==> src/rtl/pipe_reg_stage_pkg.sv <==
// -----------------------------------------------------------------------------
// pipe_reg_stage_pkg
//
// Shared definitions for the pipeline stage register and its skid buffer.
//
//   DATA_LEN  : base datapath width; default for the PC, instruction and
//               performance-counter widths.
//   NOP_INST  : encoding presented on the instruction output whenever the
//               stage holds no valid beat (add x0,x0,x0).
//   buf_state_e : occupancy of the two-entry buffer. The encoding is
//               {main_v, skid_v}, so the state register bits double as the
//               two valid flags and the handshake outputs are read straight
//               off the flops.
// -----------------------------------------------------------------------------
package pipe_reg_stage_pkg;

    localparam int DATA_LEN = 32;

    localparam logic [DATA_LEN-1:0] NOP_INST = 32'h0000_0033;

    typedef enum logic [1:0] {
        EMPTY = 2'b00,   // nothing held
        FULL1 = 2'b10,   // main entry valid, skid entry free
        FULL2 = 2'b11    // both entries valid, upstream is stalled
    } buf_state_e;

    // Bit positions of the valid flags inside buf_state_e.
    localparam int MAIN_V_BIT = 1;
    localparam int SKID_V_BIT = 0;

endpackage : pipe_reg_stage_pkg

==> src/rtl/pipe_reg_stage_skid_buf.sv <==
// -----------------------------------------------------------------------------
// pipe_skid_buf
//
// Generic two-entry valid/ready buffer (main + skid) over an opaque W-bit
// payload. The downstream side always sees the main entry; the skid entry only
// catches the beat that arrives while main is stalled. Because in_ready_o is
// the inverse of the skid-valid flop, there is no combinational path from
// out_ready_i to in_ready_o, which lets long pipelines close timing on the
// backward ready chain.
//
// Flush empties both entries on the clock edge where it is sampled. A beat
// accepted on that same edge is consumed and dropped; a pop on that edge is a
// completed transfer.
//
// Ports
//   clk_i        in   rising-edge clock
//   rst_i        in   asynchronous active-low reset
//   flush_i      in   discard everything held and incoming
//   in_valid_i   in   upstream beat valid
//   in_ready_o   out  buffer can accept a beat (registered)
//   in_data_i    in   upstream payload
//   out_valid_o  out  main entry valid
//   out_ready_i  in   downstream accepts the main entry
//   out_data_o   out  main entry payload (holds last value when empty)
// -----------------------------------------------------------------------------
module pipe_skid_buf
    import pipe_reg_stage_pkg::*;
#(
    parameter int W = 2 * DATA_LEN
) (
    input  logic         clk_i,
    input  logic         rst_i,
    input  logic         flush_i,
    input  logic         in_valid_i,
    output logic         in_ready_o,
    input  logic [W-1:0] in_data_i,
    output logic         out_valid_o,
    input  logic         out_ready_i,
    output logic [W-1:0] out_data_o
);

    buf_state_e   state_q;
    buf_state_e   state_d;
    logic [W-1:0] main_q;
    logic [W-1:0] skid_q;

    logic accept;
    logic pop;
    logic load_main_in;     // main <= incoming beat
    logic load_main_skid;   // main <= skid (skid drains forward, FIFO order)
    logic load_skid;        // skid <= incoming beat

    assign out_valid_o = state_q[MAIN_V_BIT];
    assign in_ready_o  = ~state_q[SKID_V_BIT];
    assign out_data_o  = main_q;

    assign accept = in_valid_i & in_ready_o;
    assign pop    = out_valid_o & out_ready_i;

    // State register.
    // NOTE: sequential state uses non-blocking assignments so every flop
    // samples the pre-edge values, independent of block evaluation order.
    always_ff @(posedge clk_i or negedge rst_i) begin
        if (!rst_i) begin
            state_q <= EMPTY;
        end else begin
            state_q <= state_d;
        end
    end

    // Next-state and datapath load enables.
    always_comb begin
        // NOTE: every output of this block gets a default first; a path that
        // leaves one unassigned would infer a latch.
        state_d        = state_q;
        load_main_in   = 1'b0;
        load_main_skid = 1'b0;
        load_skid      = 1'b0;

        if (flush_i) begin
            // Flush wins over everything: nothing is loaded, so the main
            // payload (and therefore the PC output) keeps its last value.
            state_d = EMPTY;
        end else begin
            unique case (state_q)
                EMPTY: begin
                    if (accept) begin
                        state_d      = FULL1;
                        load_main_in = 1'b1;
                    end
                end
                FULL1: begin
                    if (accept && pop) begin
                        load_main_in = 1'b1;
                    end else if (accept) begin
                        state_d   = FULL2;
                        load_skid = 1'b1;
                    end else if (pop) begin
                        state_d = EMPTY;
                    end
                end
                FULL2: begin
                    // in_ready_o is low here, so no accept can coincide.
                    if (pop) begin
                        state_d        = FULL1;
                        load_main_skid = 1'b1;
                    end
                end
                default: begin
                    state_d = EMPTY;
                end
            endcase
        end
    end

    // Main entry: visible on the output, so it has a defined reset value.
    always_ff @(posedge clk_i or negedge rst_i) begin
        if (!rst_i) begin
            main_q <= '0;
        end else if (load_main_in) begin
            main_q <= in_data_i;
        end else if (load_main_skid) begin
            main_q <= skid_q;
        end
    end

    // Skid entry.
    // NOTE: this storage is deliberately left without reset; it is only read
    // when skid_v is set, and skid_v is reset, so its contents never matter
    // before the first write.
    always_ff @(posedge clk_i) begin
        if (load_skid) begin
            skid_q <= in_data_i;
        end
    end

endmodule : pipe_skid_buf

==> src/rtl/pipe_reg_stage.sv <==
// -----------------------------------------------------------------------------
// pipe_reg_stage
//
// Parametrised pipeline stage register for PC/instruction payloads with a
// valid/ready handshake on both sides. Built around pipe_skid_buf, so the
// upstream ready is fully registered and the stage sustains one beat per
// cycle. When the stage holds nothing (after reset, after draining, or after a
// flush) inst_o shows NOP_VAL while pc_o keeps its last value.
//
// Reset assertion is asynchronous; deassertion is expected to be synchronised
// to clk_i by the reset generator.
//
// Optional feature (compile-time macro PIPE_PERF_CNT_EN):
//   stall_cnt_o counts cycles with out_valid_o && !out_ready_i,
//   flush_cnt_o counts cycles with flush_i asserted.
//   Both wrap modulo 2^CNT_W and clear on reset. Without the macro the CNT_W
//   parameter, both ports and both counters do not exist.
//
// Ports
//   clk_i        in   rising-edge clock
//   rst_i        in   asynchronous active-low reset
//   in_valid_i   in   upstream beat valid
//   in_ready_o   out  stage can accept a beat (registered)
//   pc_i         in   upstream PC            [PC_W]
//   inst_i       in   upstream instruction   [INST_W]
//   flush_i      in   kill all held and incoming beats
//   out_valid_o  out  beat presented downstream
//   out_ready_i  in   downstream accepts
//   pc_o         out  held PC                [PC_W]
//   inst_o       out  held instruction, NOP_VAL when out_valid_o=0 [INST_W]
//   stall_cnt_o  out  stall cycle counter    [CNT_W]  (PIPE_PERF_CNT_EN)
//   flush_cnt_o  out  flush counter          [CNT_W]  (PIPE_PERF_CNT_EN)
// -----------------------------------------------------------------------------
module pipe_reg_stage
    import pipe_reg_stage_pkg::*;
#(
    parameter int                PC_W    = DATA_LEN,
    parameter int                INST_W  = DATA_LEN,
    parameter logic [INST_W-1:0] NOP_VAL = INST_W'(NOP_INST)
`ifdef PIPE_PERF_CNT_EN
    ,
    parameter int                CNT_W   = DATA_LEN
`endif
) (
    input  logic              clk_i,
    input  logic              rst_i,
    input  logic              in_valid_i,
    output logic              in_ready_o,
    input  logic [PC_W-1:0]   pc_i,
    input  logic [INST_W-1:0] inst_i,
    input  logic              flush_i,
    output logic              out_valid_o,
    input  logic              out_ready_i,
    output logic [PC_W-1:0]   pc_o,
    output logic [INST_W-1:0] inst_o
`ifdef PIPE_PERF_CNT_EN
    ,
    output logic [CNT_W-1:0]  stall_cnt_o,
    output logic [CNT_W-1:0]  flush_cnt_o
`endif
);

    localparam int PAYLOAD_W = PC_W + INST_W;

    logic [PAYLOAD_W-1:0] in_payload;
    logic [PAYLOAD_W-1:0] out_payload;

    // Payload layout: {pc, inst}.
    assign in_payload = {pc_i, inst_i};

    pipe_skid_buf #(
        .W (PAYLOAD_W)
    ) u_buf (
        .clk_i       (clk_i),
        .rst_i       (rst_i),
        .flush_i     (flush_i),
        .in_valid_i  (in_valid_i),
        .in_ready_o  (in_ready_o),
        .in_data_i   (in_payload),
        .out_valid_o (out_valid_o),
        .out_ready_i (out_ready_i),
        .out_data_o  (out_payload)
    );

    // The PC keeps its last value when empty so debug/trace logic downstream
    // still sees where the bubble came from; only the instruction is
    // replaced so the next stage executes a harmless NOP.
    assign pc_o   = out_payload[INST_W +: PC_W];
    assign inst_o = out_valid_o ? out_payload[INST_W-1:0] : NOP_VAL;

`ifdef PIPE_PERF_CNT_EN
    logic stall_evt;

    assign stall_evt = out_valid_o & ~out_ready_i;

    // Free-running wrap-around counters; overflow is expected and harmless.
    always_ff @(posedge clk_i or negedge rst_i) begin
        if (!rst_i) begin
            stall_cnt_o <= '0;
            flush_cnt_o <= '0;
        end else begin
            if (stall_evt) begin
                stall_cnt_o <= stall_cnt_o + CNT_W'(1);
            end
            if (flush_i) begin
                flush_cnt_o <= flush_cnt_o + CNT_W'(1);
            end
        end
    end
`endif

endmodule : pipe_reg_stage

==> config.mk <==
export PLATFORM = sky130hd
export DESIGN_NAME = pipe_reg_stage
export DESIGN_NICKNAME = d
export VERILOG_FILES = /design/src/rtl/pipe_reg_stage_pkg.sv /design/src/rtl/pipe_reg_stage_skid_buf.sv /design/src/rtl/pipe_reg_stage.sv
export SDC_FILE = /design/constraint.sdc
export NUM_CORES = 1
export LEC_CHECK = 0
export BUFFER_PORTS_ARGS = -buffer_cell sky130_fd_sc_hd__buf_2
export CAP_MARGIN = 20
export CORE_MARGIN = 2
export CORE_UTILIZATION = 45
export CTS_BUF_LIST = sky130_fd_sc_hd__clkbuf_16
export DETAILED_ROUTE_END_ITERATION = 10
export PLACE_DENSITY = 0.81
export SYNTH_ARGS = -nofsm -noshare
export SYNTH_HDL_FRONTEND = slang
export SYNTH_SLANG_ARGS = --single-unit
==> constraint.sdc <==
create_clock -name clk_i -period 4.7 [get_ports clk_i]
set_clock_uncertainty 0.2 [all_clocks]
set_input_delay 0.47 -clock clk_i [delete_from_list [all_inputs] [get_ports clk_i]]
set_output_delay 0.47 -clock clk_i [all_outputs]
set_load 0.01 [all_outputs]
# Word level (Yosys, flattened, before mapping)
# Cells that the tools add are included.
# Widths: inputs -> output; s select.
[op_classes]
add_sub_neg = 0
multipliers = 0
n_div = 0
order_cmp = 0
eq_ne = 6
shifts = 0
n_mux = 20
n_bitwise = 3
n_reduce_logical = 4
[op_table]
columns = ["operator", "count"]
rows = [
  ["$mux 64", 2],
  ["$mux 32", 1],
  ["$mux 2", 6],
  ["$mux 1", 9],
  ["$ne 3x2->1 const B", 2],
  ["$pmux 2 s3", 1],
  ["$eq 2x2->1 const B", 2],
  ["$ne 4x2->1 const B", 1],
  ["$reduce_and 4->1", 1],
  ["$ne 3x3->1 const B", 1],
  ["$and 1x1->1", 2],
  ["$logic_not 2->1", 1],
  ["$pmux 1 s2", 1],
  ["$reduce_bool 2->1", 1],
  ["$logic_and 1x1->1", 1],
  ["$not 1->1", 1],
]
[word_totals]
register_bits = 130
latchBits = 0
ram_bits = 0
romBits = 0
inputBits = 69
out_inout_bits = 66
mem_count = 0

# Depth between registers and ports, before layout
# Gate-level depths: netlist of the first run.
[depth]
word_depth = 7
ltp_mapped = 10

# Hierarchy
# A second synthesis of the first run with hierarchy kept.
[unflattened]
hier_cells = 399
area_unflattened_um2 = 5616.6
[by_module_without_submodules]
columns = ["module", "instances", "cells_per_inst", "area_per_inst_um2"]
rows = [
  ["pipe_skid_buf", 1, 364, 5400.2],
  ["pipe_reg_stage", 1, 35, 216.5],
]

# Least setup slack after synthesis of the first run
# Ideal clock, no wire load.
[synth_path]
path_kind = "reg-to-reg"
start = "register u_buf.state_q[0]"
end = "register u_buf.skid_q[0] (enable)"
setup_time_ns = 0.507
arrival_time_ns = 3.981
setup_slack_ns = 0.012
path_stages_with_launch = 5
path_buffers = 0
synth_period_minus_slack_ns = 4.688
cell_sequence = "dfrtp_1 -> inv_1 -> ha_1 -> nand3b_1 -> a21oi_1"
[synth_between]
elab_chain_cells = 6
word_cells_on_any_way = 8
classes_between = "1 x eq/ne; 4 x mux; 2 x bitwise; 1 x reduce/logical"
[synth_lines]
columns = ["element", "line", "text"]
rows = [
  ["from (decl)", "pipe_reg_stage_skid_buf.sv:42", "buf_state_e state_q;"],
  ["from (signal assigned)", "pipe_reg_stage_skid_buf.sv:67", "state_q <= state_d;"],
  ["$not 1->1 (*)", "pipe_reg_stage_skid_buf.sv:54", "assign in_ready_o = ~state_q[SKID_V_BIT];"],
  ["named net in_ready_o", "pipe_reg_stage.sv:48", "output logic in_ready_o,"],
  ["$and 1x1->1 (*)", "pipe_reg_stage_skid_buf.sv:57", "assign accept = in_valid_i & in_ready_o;"],
  ["$mux 1 / $logic_and 1x1->1 (equally long branches)", "pipe_reg_stage_skid_buf.sv:95, pipe_reg_stage_skid_buf.sv:93", ""],
  ["$mux 1 (*)", "pipe_reg_stage_skid_buf.sv:93", "if (accept && pop) begin"],
  ["$mux 1 (*)", "pipe_reg_stage_skid_buf.sv:85", "unique case (state_q)"],
  ["$mux 1 (*)", "pipe_reg_stage_skid_buf.sv:80", "if (flush_i) begin"],
  ["named net u_buf.load_skid", "pipe_reg_stage_skid_buf.sv:51", "logic load_skid;"],
  ["to (signal assigned)", "pipe_reg_stage_skid_buf.sv:133", "skid_q <= in_data_i;"],
  ["to (decl)", "pipe_reg_stage_skid_buf.sv:45", "logic [W-1:0] skid_q;"],
]
# Mark *: on every way through the listed nets, which the timed path passes. The rest lies on a longest branch.
# A chain may end at the register's enable or synchronous reset.

# Final worst setup path of the first run
[layout_path]
start = "register u_buf.state_q[0]"
end = "register u_buf.main_q[49] (netlist: u_buf.out_data_o[49])"
[layout_between]
elab_chain_cells = 7
word_cells_on_any_way = 14
classes_between = "2 x eq/ne; 7 x mux; 2 x bitwise; 3 x reduce/logical"
[layout_lines]
columns = ["element", "line", "text"]
rows = [
  ["$not 1->1", "pipe_reg_stage_skid_buf.sv:54", ""],
  ["$and 1x1->1", "pipe_reg_stage_skid_buf.sv:57", ""],
  ["$logic_and 1x1->1", "pipe_reg_stage_skid_buf.sv:93", ""],
  ["$mux 1", "pipe_reg_stage_skid_buf.sv:93", ""],
  ["$pmux 1 s2", "pipe_reg_stage_skid_buf.sv:85", ""],
  ["$mux 1", "pipe_reg_stage_skid_buf.sv:80", ""],
  ["$mux 64 / $reduce_bool 2->1 (equally long branches)", "n/a", ""],
  ["to (signal assigned)", "pipe_reg_stage_skid_buf.sv:121", "main_q <= in_data_i;"],
  ["to (signal assigned)", "pipe_reg_stage_skid_buf.sv:123", "main_q <= skid_q;"],
  ["to (decl)", "pipe_reg_stage_skid_buf.sv:44", "logic [W-1:0] main_q;"],
]
# Parallel ways exist; a longest one is shown, timed or not.

==> results of run 1 <==
-- final timing paths --
check                                             start                          endpoint  slack [ns]  cells after the start
min in group clk_i                           inst_i[22]        u_buf.skid_q[22]$_DFFE_PP_        0.04                      1
max in group asynchronous                         rst_i  u_buf.out_data_o[56]$_DFFE_PN0P_        3.74                      1
hold / removal                                    rst_i  u_buf.out_data_o[11]$_DFFE_PN0P_       -0.01                      1
hold reg to reg              u_buf.skid_q[31]$_DFFE_PP_  u_buf.out_data_o[31]$_DFFE_PN0P_        0.34                      2
setup / recovery           u_buf.state_q[0]$_DFFE_PN0P_  u_buf.out_data_o[49]$_DFFE_PN0P_        1.94                      6
setup reg to reg           u_buf.state_q[0]$_DFFE_PN0P_  u_buf.out_data_o[49]$_DFFE_PN0P_        1.94                      6
-- worst reg2reg max path, stage by stage (launching register included) --
cell	delay (ns)
dfrtp_1	0.43
ha_1	0.20
nor2b_1	0.28
nand3_4	0.58
buf_4	0.58
mux2i_1	0.25
a21oi_1	0.09
-- per-stage QoR --
| stage | instances | instance area, um2 |
|---|---|---|
| 2_1_floorplan | 435 | 5540 |
| 3_3_place_gp | 665 | 6100 |
| 3_5_place_dp | 665 | 6100 |
| 4_1_cts | 697 | 6610 |
| 5_1_grt | 697 | 6610 |
| 6_report | 697 | 6610 |
-- cell usage in the layout, fill, tap and decap left out, types with 4 or more instances in the layout --
cell type	netlist	final
nand2b_1	4	4
and2_1	28	28
edfxtp_1	64	64
buf_4	40	7
ha_1	4	4
nor2_1	65	65
clkbuf_16	0	17
buf_2	14	133
clkinv_1	0	5
inv_1	2	7
clkinv_2	0	4
mux2i_1	65	65
dfrtp_1	66	66
a21oi_1	66	65
-- metal layers --
layer  up-vias  global-route usage  wire, um
li1       1690                   -         -
met1      1656               0.216      4600
met2       124               0.269      5190
met3        26              0.0712       861
met4         0              0.0972       309
met5         -                   0         0
-- power groups by stage --
stage	clock (mW)	combinational [mW]	sequential [mW]
floorplan	0	0.894	1.67
global placement	0	1.10	1.68
detailed placement	0	1.13	1.70
CTS	1.17	1.14	1.68
global route	1.22	1.25	1.72
finish	1.14	1.12	1.68
-- cell type report --
type	count	area, um2	share of cell area
repair buffers	140	718	0.109
inverters	2	7.51	0.00114
clock inverters	15	87.6	0.0132
flip-flops and latches	130	3570	0.541
well taps	147	184	0.0278
multi-input cells	246	1620	0.244
clock buffers	17	425	0.0643
-- sequential cells by signal, summed over array words and instances, names as in the netlist --
register	count
u_buf.out_data_o	64
u_buf.state_q	2
u_buf.skid_q	64
-- synth_stat cells (all sizes together) --
master,n
mux2i,65
a32oi,1
a211o,1
dfrtp,66
nand2b,4
nand3b,1
nor2,65
nand3,2
a21oi,66
clkbuf,3
inv,2
ha,4
and4bb,1
nand2,3
and2,28
edfxtp,64
nor2b,3
o311ai,1
mux2,1
buf,54
-- logic make-up (layout without fill, tap and decap cells) --
group	Yosys count	count (layout)	share of synthesized area
muxes	66	66	0.120
adders and majority gates	4	4	0.00904
buffers and inverters	59	174	0.0703
AOI/OAI and AO/OA	69	69	0.0644
DFF	130	130	0.646
and+or+nand+nor	107	107	0.0911
==> key figures, run 1 <==
Clock tree
  • Hold-fix buffers, CTS: 0
  • Setup Buffers After CTS: 0
  • CTS sink cnt: 130
  • Clock root cell: clkbuf_16
  • Clock Latency Late Sink: approximately 0.42 ns
  • CTS tree: done
  • H-tree depth: 4
  • Post_cts resized: 0
  • Num CTS Buffers: 17
  • Clk buf depth: 2
  • Clk slew on worst S/H paths: ~0.05 ns

Floorplanning
  • Initial Util: 0.461
  • Core area: between 0.01 and 0.015 mm2
  • Die area: between 0.01 and 0.015 mm2
  • Site Rows: 40
  • Die width: about 110 um
  • IO Count: ~140
  • DIE HEIGHT: 115 um

Global route
  • Initial antenna violation count: 0
  • Grt ovf: 0
  • Pin count of the biggest net entering global routing: 71
  • Vias in the first global route: between 3000 and 4000
  • All-Layer GR Usage: 0.177
  • First-pass GRT wire length: around 18000 um

Power
  • Total power draw: ~3.9 mW
  • Leakage: about 3.2 nW
  • Sequential Power Share: 0.426
  • Net Sw Frac: 0.309
  • Clock share of power: 0.290
  • Pwr/cell area: roughly 600 mW/mm2
  • Peak VDD IR: ~300 uV
  • Comb pwr share: 0.284
  • Sw power: around 1.2 mW
  • Internal power: 2.72 mW

Synthesis
  • Syn Std Cell Area: approximately 0.0055 mm2
  • Leading area contributor after synthesis: edfxtp_1
  • Syn Inst Count: 435
  • Avg Cell Area, Syn: 12.7 um2
  • Syn_nets: 508
  • Synth area leaders: edfxtp_1, dfrtp_1, mux2i_1
  • Yosys warning total: 0
  • Synth unique cells: 21
  • Register bit total from synthesis: 130
  • Share of the synthesized area in the top cell type: 0.347
  • Sequential fraction of the synthesis area: 0.646

Run status
  • Status: finished, violations left
  • Failing checks: hold timing

Critical path
  • Worst path required time: between 4 and 5 ns
  • Slowest cell on the critical path: nand3_4
  • Setup CP Type: reg2reg
  • WP buf/inv: 1
  • Crit-path leading delay family: simple AND/OR/NAND/NOR gates
  • Type of origin of the critical path: flop
  • Worst Path Arrival: 2.83 ns
  • Crit end category: flop
  • Crit Path Max Fanout: 36
  • Critical Path Max Stage Delay: around 0.57 ns
  • Critical path, cell by cell: ha_1 -> nor2b_1 -> nand3_4 -> buf_4 -> mux2i_1 -> a21oi_1

Route
  • Pre-antenna DRT Iters: 4
  • WL final: approximately 11000 um
  • Wirelength per Cell: between 15 and 20 um
  • Initial DRC Count: 178
  • Drt drc: 0
  • ANT nets after route: 0
  • Total number of vias: between 3000 and 4000
  • Via/cell ratio: ~5

Job
  • MaxCap Viol Count: 0

Final layout
  • Fillers: between 1000 and 1500
  • Ant diodes: 0
  • Fraction of layout cells with a size suffix above 1: 0.302
  • Post-layout nets: around 600
  • Area growth syn-to-layout: 19.4%
  • Final Util: 0.550

Timing
  • Fin. max-slew vios: 0
  • F_max: about 360 MHz
  • Worst relative slew slack: 0.400
  • Final Hold Vio Count: 17
  • Worst Slack Setup Final: roughly 1.9 ns
  • Final hold slack: -0.0134 ns
  • Min cycle time layout: 2.76 ns
  • Worst-Margin Slew: ~0.90 ns
  • Fin Setup TNS: 0 ns
  • Final setup fails: 0
  • Unrepaired setup endpoints after global routing: no
  • Final period util: 0.587

Place
  • Detailed Place HPWL: around 6900 um
  • Gpl congestion: between 0.7 and 0.8
  • Placement Setup Slack: a little under 2 ns
  • IO Port Bufs: about 130

Worst hold path
  • Worst hold path type: in2async
No activity file was read; power rests on OpenSTA's default activity.
==> inputs of run 2 (changes only) <==
- ABC_AREA: not set -> 1
- PLACE_DENSITY: 0.81 -> 0.77
- clock period: 4.7 -> 2.75 ns (I/O delays scaled with it)
==> key figures, run 2 <==
Route
  • ANT nets after route: 0 (unchanged)
  • Pre-antenna DRT Iters: 5 (was 4)
  • Drt drc: 0 (unchanged)
  • Wirelength per Cell: 14.4 um (was 15.7 um)
  • Total number of vias: 5188 (was 3496)
  • Initial DRC Count: 366 (was 178)
  • WL final: 15100 um (was 11000 um)
  • Via/cell ratio: 4.98 (was 5.02)

Synthesis
  • Ys async rst share: 0.508 (unchanged)
  • Syn Inst Count: 694 (was 435)
  • Number of flops mapped to enable cells by yosys: 64 (unchanged)
  • Most common cell in the netlist: nand2_1
  • Yosys warning total: 0 (unchanged)
  • Syn_nets: 767 (was 508)
  • Leading area contributor after synthesis: edfxtp_1 (unchanged)
  • Register bit total from synthesis: 130 (unchanged)
  • Synth area leaders: edfxtp_1, dfrtp_1, nand2_1 (was edfxtp_1, dfrtp_1, mux2i_1)
  • Synth unique cells: 20 (was 21)
  • Commonest cells in the netlist: nand2_1, inv_1, nor2_1 (was a21oi_1, dfrtp_1, mux2i_1, nor2_1, edfxtp_1)
  • Share of the synthesized area in the top cell type: 0.312 (was 0.347)
  • Syn Std Cell Area: 0.00616 mm2 (was 0.00554 mm2)
  • Avg Cell Area, Syn: 8.88 um2 (was 12.7 um2)
  • Primary FF master, synth: dfrtp_1 (unchanged)
  • Sequential fraction of the synthesis area: 0.580 (was 0.646)

Clock tree
  • Num CTS Buffers: 17 (unchanged)
  • Clock Latency Late Sink: 0.41 ns (was 0.42 ns)
  • Clk slew on worst S/H paths: 0.05 ns (about the same)
  • Clk buf depth: 2 (unchanged)
  • Clock root cell: clkbuf_16 (unchanged)
  • CTS tree: done (unchanged)
  • H-tree depth: 4 (unchanged)
  • Post_cts resized: 0 (unchanged)
  • CTS sink cnt: 130 (unchanged)
  • Setup Buffers After CTS: 0 (unchanged)

Timing
  • Fin Setup TNS: 0 ns (unchanged)
  • Worst-Margin Slew: 0.877 ns (was 0.901 ns)
  • F_max: 430 MHz (was 362 MHz)
  • Final Hold Vio Count: 0 (was 17)
  • Unrepaired setup endpoints after global routing: no (unchanged)
  • Final setup fails: 0 (unchanged)
  • Fin. max-slew vios: 0 (unchanged)
  • Min cycle time layout: 2.32 ns (was 2.76 ns)
  • Worst relative slew slack: 0.415 (was 0.400)
  • Final period util: 0.845 (was 0.587)
  • Final hold slack: 0.0687 ns (was -0.0134 ns)

Critical path
  • Type of origin of the critical path: flop (unchanged)
  • Crit end category: flop (unchanged)
  • Reg2Reg Setup Slack: 0.43 ns (was 1.94 ns)
  • Worst path required time: 2.90 ns (was 4.77 ns)
  • Crit Path Max Fanout: 34 (was 36)
  • Setup CP Type: reg2reg (unchanged)
  • Worst Path Arrival: 2.47 ns (was 2.83 ns)

Floorplanning
  • Die area: 0.0147 mm2 (was 0.0132 mm2)
  • Initial Util: 0.464 (was 0.461)
  • Core area: 0.0133 mm2 (was 0.0120 mm2)
  • Die width: 121 um (was 115 um)
  • IO Count: 135 (unchanged)
  • DIE HEIGHT: 121 um (was 115 um)
  • Site Rows: 42 (was 40)

Final layout
  • Fraction of layout cells with a size suffix above 1: 0.221 (was 0.302)
  • Commonest non-fill, non-tap cell in the layout: nand2_1 (was buf_2)
  • Commonest cells after routing, fill and taps aside: nand2_1, buf_2, inv_1, nor2_1, nand3_1 (was buf_2, dfrtp_1, mux2i_1, nor2_1, a21oi_1)
  • Final Non-Filler Cells: 1042 (was 697)
  • Final Util: 0.600 (was 0.550)
  • Post-layout nets: 926 (was 610)
  • Ant diodes: 0 (unchanged)
  • Fillers: 1098 (was 1033)
  • Area growth syn-to-layout: 29.4% (was 19.4%)

Power
  • Peak VDD IR: 454 uV (was 304 uV)
  • Leakage: 4.04 nW (was 3.20 nW)
  • Pwr/cell area: 888 mW/mm2 (was 596 mW/mm2)

Worst hold path
  • Worst hold path type: in2reg (was in2async)

Global route
  • Met3 Track Usage GR: 0.0526 (was 0.0712)
  • All-Layer GR Usage: 0.214 (was 0.177)
  • GRT met2 Usage: 0.353 (was 0.269)
  • Met1 Track Usage GR: 0.275 (was 0.216)
  • First-pass GRT wire length: 24300 um (was 17700 um)
  • Grt ovf: 0 (unchanged)
  • Busiest layer in global routing: met2 (unchanged)
  • Vias in the first global route: 4976 (was 3557)
  • Pin count of the biggest net entering global routing: 67 (was 71)
  • Initial antenna violation count: 0 (unchanged)

Place
  • IO Port Bufs: 134 (unchanged)
  • Post-Place Cells: 945 (was 665)
  • Detailed Place HPWL: 8750 um (was 6950 um)
  • Gpl congestion: 0.773 (was 0.716)

Job
  • MaxCap Viol Count: 0 (unchanged)

Run status
  • Status: complete, no violations (was finished, violations left)
==> run 2: cell types whose count changed in the layout (fill, tap and decap cells not counted), sizes merged, moves of 5 or more <==
cell,change
nand2,+171
mux2i,-65
or2,+5
nor2,+17
dlygate4sd3,+65
buf,+7
and2,-28
nand4,+58
inv,+89
a21oi,-64
nand3,+68
==> run 2: cell type report <==
class | count | area [um2] | area share
Clock inverter | 15 | 149 | 0.0187
Timing Repair Buffer | 212 | 1450 | 0.181
Clock buffer | 17 | 425 | 0.0533
Multi-Input combinational cell | 396 | 1800 | 0.226
Tap cell | 176 | 220 | 0.0276
Sequential cell | 130 | 3570 | 0.448
Inverter | 96 | 362 | 0.0453
==> run 2: timing repair <==
action,in CTS,in global routing
setup endpoints to repair,0,0
hold endpoints to repair,194,0
hold buffers,65,0
==> run 2: stage by stage <==
| step | power [mW] | cell area (um2) | setup slack, ns |
|---|---|---|---|
| floorplan | 4.36 | 6170 | 0.243 |
| global placement | 4.78 | 6750 | 0.478 |
| detailed placement | 4.83 | 6750 | 0.419 |
| CTS | 7.12 | 7980 | 0.409 |
| global route | 7.51 | 7980 | 0.183 |
| finish | 7.08 | 7980 | 0.426 |
==> run 2: report_power, final <==
part           internal, mW  leakage, nW  switching [mW]  total (mW)
clock network          1.40        0.285           0.803        2.20
logic                 0.818         2.37            1.21        2.03
registers              2.60         1.39           0.255        2.85
total                  4.81         4.04            2.27        7.08
==> run 2: layer usage <==
layer	routed length, um	up-vias
met5	0	-
met3	1080	16
met4	178	0
li1	-	2518
met2	7370	206
met1	6420	2448
==> run 2: critical path, cell delays in order, from the launching register on <==
cell and delay (ns):
dfrtp_1 0.38, inv_1 0.15, ha_1 0.17, inv_1 0.03
nor2_1 0.21, nand2_2 0.34, nand2_2 0.18, buf_4 0.36
nand2_1 0.13, nand3_1 0.10
==> run 2: cells by family after synthesis <==
| group | count (synthesis) | share of synthesized area |
|---|---|---|
| simple gates | 389 | 0.279 |
| buf+inv | 168 | 0.130 |
| flops | 130 | 0.580 |
| fa+ha+maj | 4 | 0.00812 |
| compound gates | 3 | 0.00243 |
==> run 2: path summary, 6_finish.rpt <==
check                                                        end                              from  cells past startpoint
worst min register to register  u_buf.out_data_o[43]$_DFFE_PN0P_  u_buf.out_data_o[43]$_DFFE_PN0P_                      2
max in group asynchronous       u_buf.out_data_o[23]$_DFFE_PN0P_                             rst_i                      2
worst max register to register  u_buf.out_data_o[37]$_DFFE_PN0P_      u_buf.state_q[1]$_DFFE_PN0P_                      9
worst min-delay path                u_buf.state_q[0]$_DFFE_PN0P_                        in_valid_i                      5
min in group asynchronous       u_buf.out_data_o[49]$_DFFE_PN0P_                             rst_i                      2
worst max-delay path            u_buf.out_data_o[37]$_DFFE_PN0P_      u_buf.state_q[1]$_DFFE_PN0P_                      9
==> inputs of run 3 (changes only) <==
- clock period: 2.75 -> 2.3 ns (I/O delays scaled with it)
==> key figures, run 3 (synthesized netlist as in run 2, its figures left out) <==
Run status
  • Status: complete, no violations (unchanged)

Critical path
  • Critical Path Max Stage Delay: 0.43 ns (was 0.38 ns)
  • Worst path required time: 2.38 ns (was 2.90 ns)
  • Critical path, cell by cell: inv_2 -> ha_1 -> inv_1 -> nor2_1 -> inv_1 -> o21ai_1 -> nand2_2 -> buf_12 -> nand2_1 -> nand3_1 (was inv_1 -> ha_1 -> inv_1 -> nor2_1 -> nand2_2 -> nand2_2 -> buf_4 -> nand2_1 -> nand3_1)
  • Worst r2r path cells: 10 (was 9)
  • Slowest cell on the critical path: dfrtp_1 (unchanged)
  • Crit Path Max Fanout: 40 (was 34)
  • RR Endpoint: u_buf.out_data_o[30]$_DFFE_PN0P_ (was u_buf.out_data_o[37]$_DFFE_PN0P_)
  • Setup CP Type: reg2reg (unchanged)
  • Crit end category: flop (unchanged)
  • Reg2Reg Setup Slack: 0.14 ns (was 0.43 ns)
  • Type of origin of the critical path: flop (unchanged)
  • Worst Path Arrival: 2.25 ns (was 2.47 ns)
  • Crit-path most repeated cell: inv_1
  • RR Startpoint: u_buf.state_q[0]$_DFFE_PN0P_ (was u_buf.state_q[1]$_DFFE_PN0P_)

Timing
  • Min cycle time layout: 2.16 ns (was 2.32 ns)
  • Worst-Margin Slew: 0.530 ns (was 0.877 ns)
  • Fin. max-slew vios: 0 (unchanged)
  • Unrepaired setup endpoints after global routing: no (unchanged)
  • Final setup fails: 0 (unchanged)
  • Final Hold Vio Count: 0 (unchanged)
  • F_max: 462 MHz (was 430 MHz)
  • Worst relative slew slack: 0.647 (was 0.415)
  • Final period util: 0.940 (was 0.845)
  • Fin Setup TNS: 0 ns (unchanged)

Floorplanning
  • Core area: 0.0133 mm2 (unchanged)
  • Die width: 121 um (unchanged)
  • IO Count: 135 (unchanged)
  • Initial Util: 0.464 (unchanged)
  • Site Rows: 42 (unchanged)
  • Die area: 0.0147 mm2 (unchanged)
  • DIE HEIGHT: 121 um (unchanged)

Worst hold path
  • Worst hold path stage count: 5 (unchanged)
  • Worst hold path type: in2reg (unchanged)
  • Hold EP: u_buf.state_q[0]$_DFFE_PN0P_ (unchanged)
  • HP Start: in_valid_i (unchanged)

Global route
  • Initial antenna violation count: 0 (unchanged)
  • Vias in the first global route: 4910 (was 4976)
  • Pin count of the biggest net entering global routing: 54 (was 67)
  • All-Layer GR Usage: 0.215 (was 0.214)
  • Grt ovf: 0 (unchanged)
  • First-pass GRT wire length: 24400 um (was 24300 um)

Route
  • WL final: 15400 um (was 15100 um)
  • Via/cell ratio: 4.97 (was 4.98)
  • Drt drc: 0 (unchanged)
  • Total number of vias: 5208 (was 5188)
  • Initial DRC Count: 450 (was 366)
  • ANT nets after route: 0 (unchanged)
  • Pre-antenna DRT Iters: 5 (unchanged)
  • Wirelength per Cell: 14.7 um (was 14.4 um)

Power
  • Pwr/cell area: 1080 mW/mm2 (was 888 mW/mm2)
  • Total power draw: 8.80 mW (was 7.08 mW)
  • Peak VDD IR: 763 uV (was 454 uV)
  • Leakage: 4.11 nW (was 4.04 nW)

Clock tree
  • CTS tree: done (unchanged)
  • Clock Latency Late Sink: 0.41 ns (about the same)
  • Clk slew on worst S/H paths: 0.05 ns (about the same)
  • Setup Buffers After CTS: 0 (unchanged)
  • Clock root cell: clkbuf_16 (unchanged)
  • H-tree depth: 4 (unchanged)
  • CTS sink cnt: 130 (unchanged)
  • Num CTS Buffers: 17 (unchanged)
  • Clk buf depth: 2 (unchanged)

Final layout
  • Fillers: 1126 (was 1098)
  • Commonest cells after routing, fill and taps aside: nand2_1, buf_2, inv_1, nor2_1, nand3_1 (unchanged)
  • Area growth syn-to-layout: 31.7% (was 29.4%)
  • Fraction of layout cells with a size suffix above 1: 0.232 (was 0.221)
  • Post-layout nets: 931 (was 926)
  • Commonest non-fill, non-tap cell in the layout: nand2_1 (unchanged)

Place
  • IO Port Bufs: 134 (unchanged)
  • Detailed Place HPWL: 9370 um (was 8750 um)
  • Gpl congestion: 0.894 (was 0.773)

Job
  • MaxCap Viol Count: 0 (unchanged)
-- run 3: metrics by stage --
| stage | cells | hold WS [ns] | setup slack (ns) | instance area, um2 | util |
|---|---|---|---|---|---|
| after floorplan | 694 | -0.266 | -0.184 | 6190 | - |
| after global placement | 950 | 0.0483 | 0.208 | 6850 | 0.515 |
| after detailed placement | 950 | 0.0468 | 0.192 | 6850 | 0.515 |
| after CTS | 1047 | 0.0179 | 0.175 | 8120 | 0.611 |
| after global routing | 1047 | 0.0698 | 0.0609 | 8120 | 0.611 |
| final | 1048 | 0.0345 | 0.137 | 8120 | 0.611 |
-- run 3: repair_timing --
item | 4_1_cts | 5_1_grt
endpoints found under the hold margin | 163 | 0
hold buffers | 65 | 0
resized for setup | 0 | 0
-- run 3: worst max path at each step --
stage,depth (start not counted),endpoint,start
after global placement,10,u_buf.out_data_o[60]$_DFFE_PN0P_,u_buf.state_q[0]$_DFFE_PN0P_
after detailed placement,10,u_buf.out_data_o[59]$_DFFE_PN0P_,u_buf.state_q[1]$_DFFE_PN0P_
after floorplan,6,u_buf.skid_q[0]$_DFFE_PP_,u_buf.state_q[0]$_DFFE_PN0P_
final,10,u_buf.out_data_o[30]$_DFFE_PN0P_,u_buf.state_q[0]$_DFFE_PN0P_
after CTS,10,u_buf.out_data_o[59]$_DFFE_PN0P_,u_buf.state_q[1]$_DFFE_PN0P_
after global routing,10,u_buf.out_data_o[56]$_DFFE_PN0P_,u_buf.state_q[1]$_DFFE_PN0P_
-- run 3: metal layers --
layer | up-vias | share of wire | global-route usage
li1 | 2528 | - | -
met5 | - | 0 | 0
met3 | 21 | 0.078 | 0.0479
met1 | 2448 | 0.44 | 0.302
met4 | 0 | 0.015 | 0.0647
met2 | 211 | 0.47 | 0.334
-- run 3: critical path: cells and delay by family, from the launching register on --
family / cells / cell delay, ns
DFF: 1 / 0.43
buffers and inverters: 4 / 0.54
adders and majority gates: 1 / 0.16
and+or+nand+nor: 4 / 0.59
AOI/OAI and AO/OA: 1 / 0.10
-- run 3: area by class of cell --
| class | count | area [um2] | share of cell area |
|---|---|---|---|
| clock inverters | 15 | 198 | 0.0243 |
| multi-input cells | 396 | 1820 | 0.224 |
| clock buffers | 17 | 425 | 0.0524 |
| repair buffers | 217 | 1520 | 0.187 |
| well taps | 176 | 220 | 0.0271 |
| diodes | 1 | 2.50 | 0.000308 |
| inverters | 96 | 362 | 0.0445 |
| flip-flops and latches | 130 | 3570 | 0.440 |
-- run 3: power breakdown --
group	switching (mW)	leakage [nW]	internal (mW)
logic	1.43	2.40	1.05
clock network	0.964	0.315	1.89
registers	0.356	1.39	3.11
total	2.75	4.11	6.05
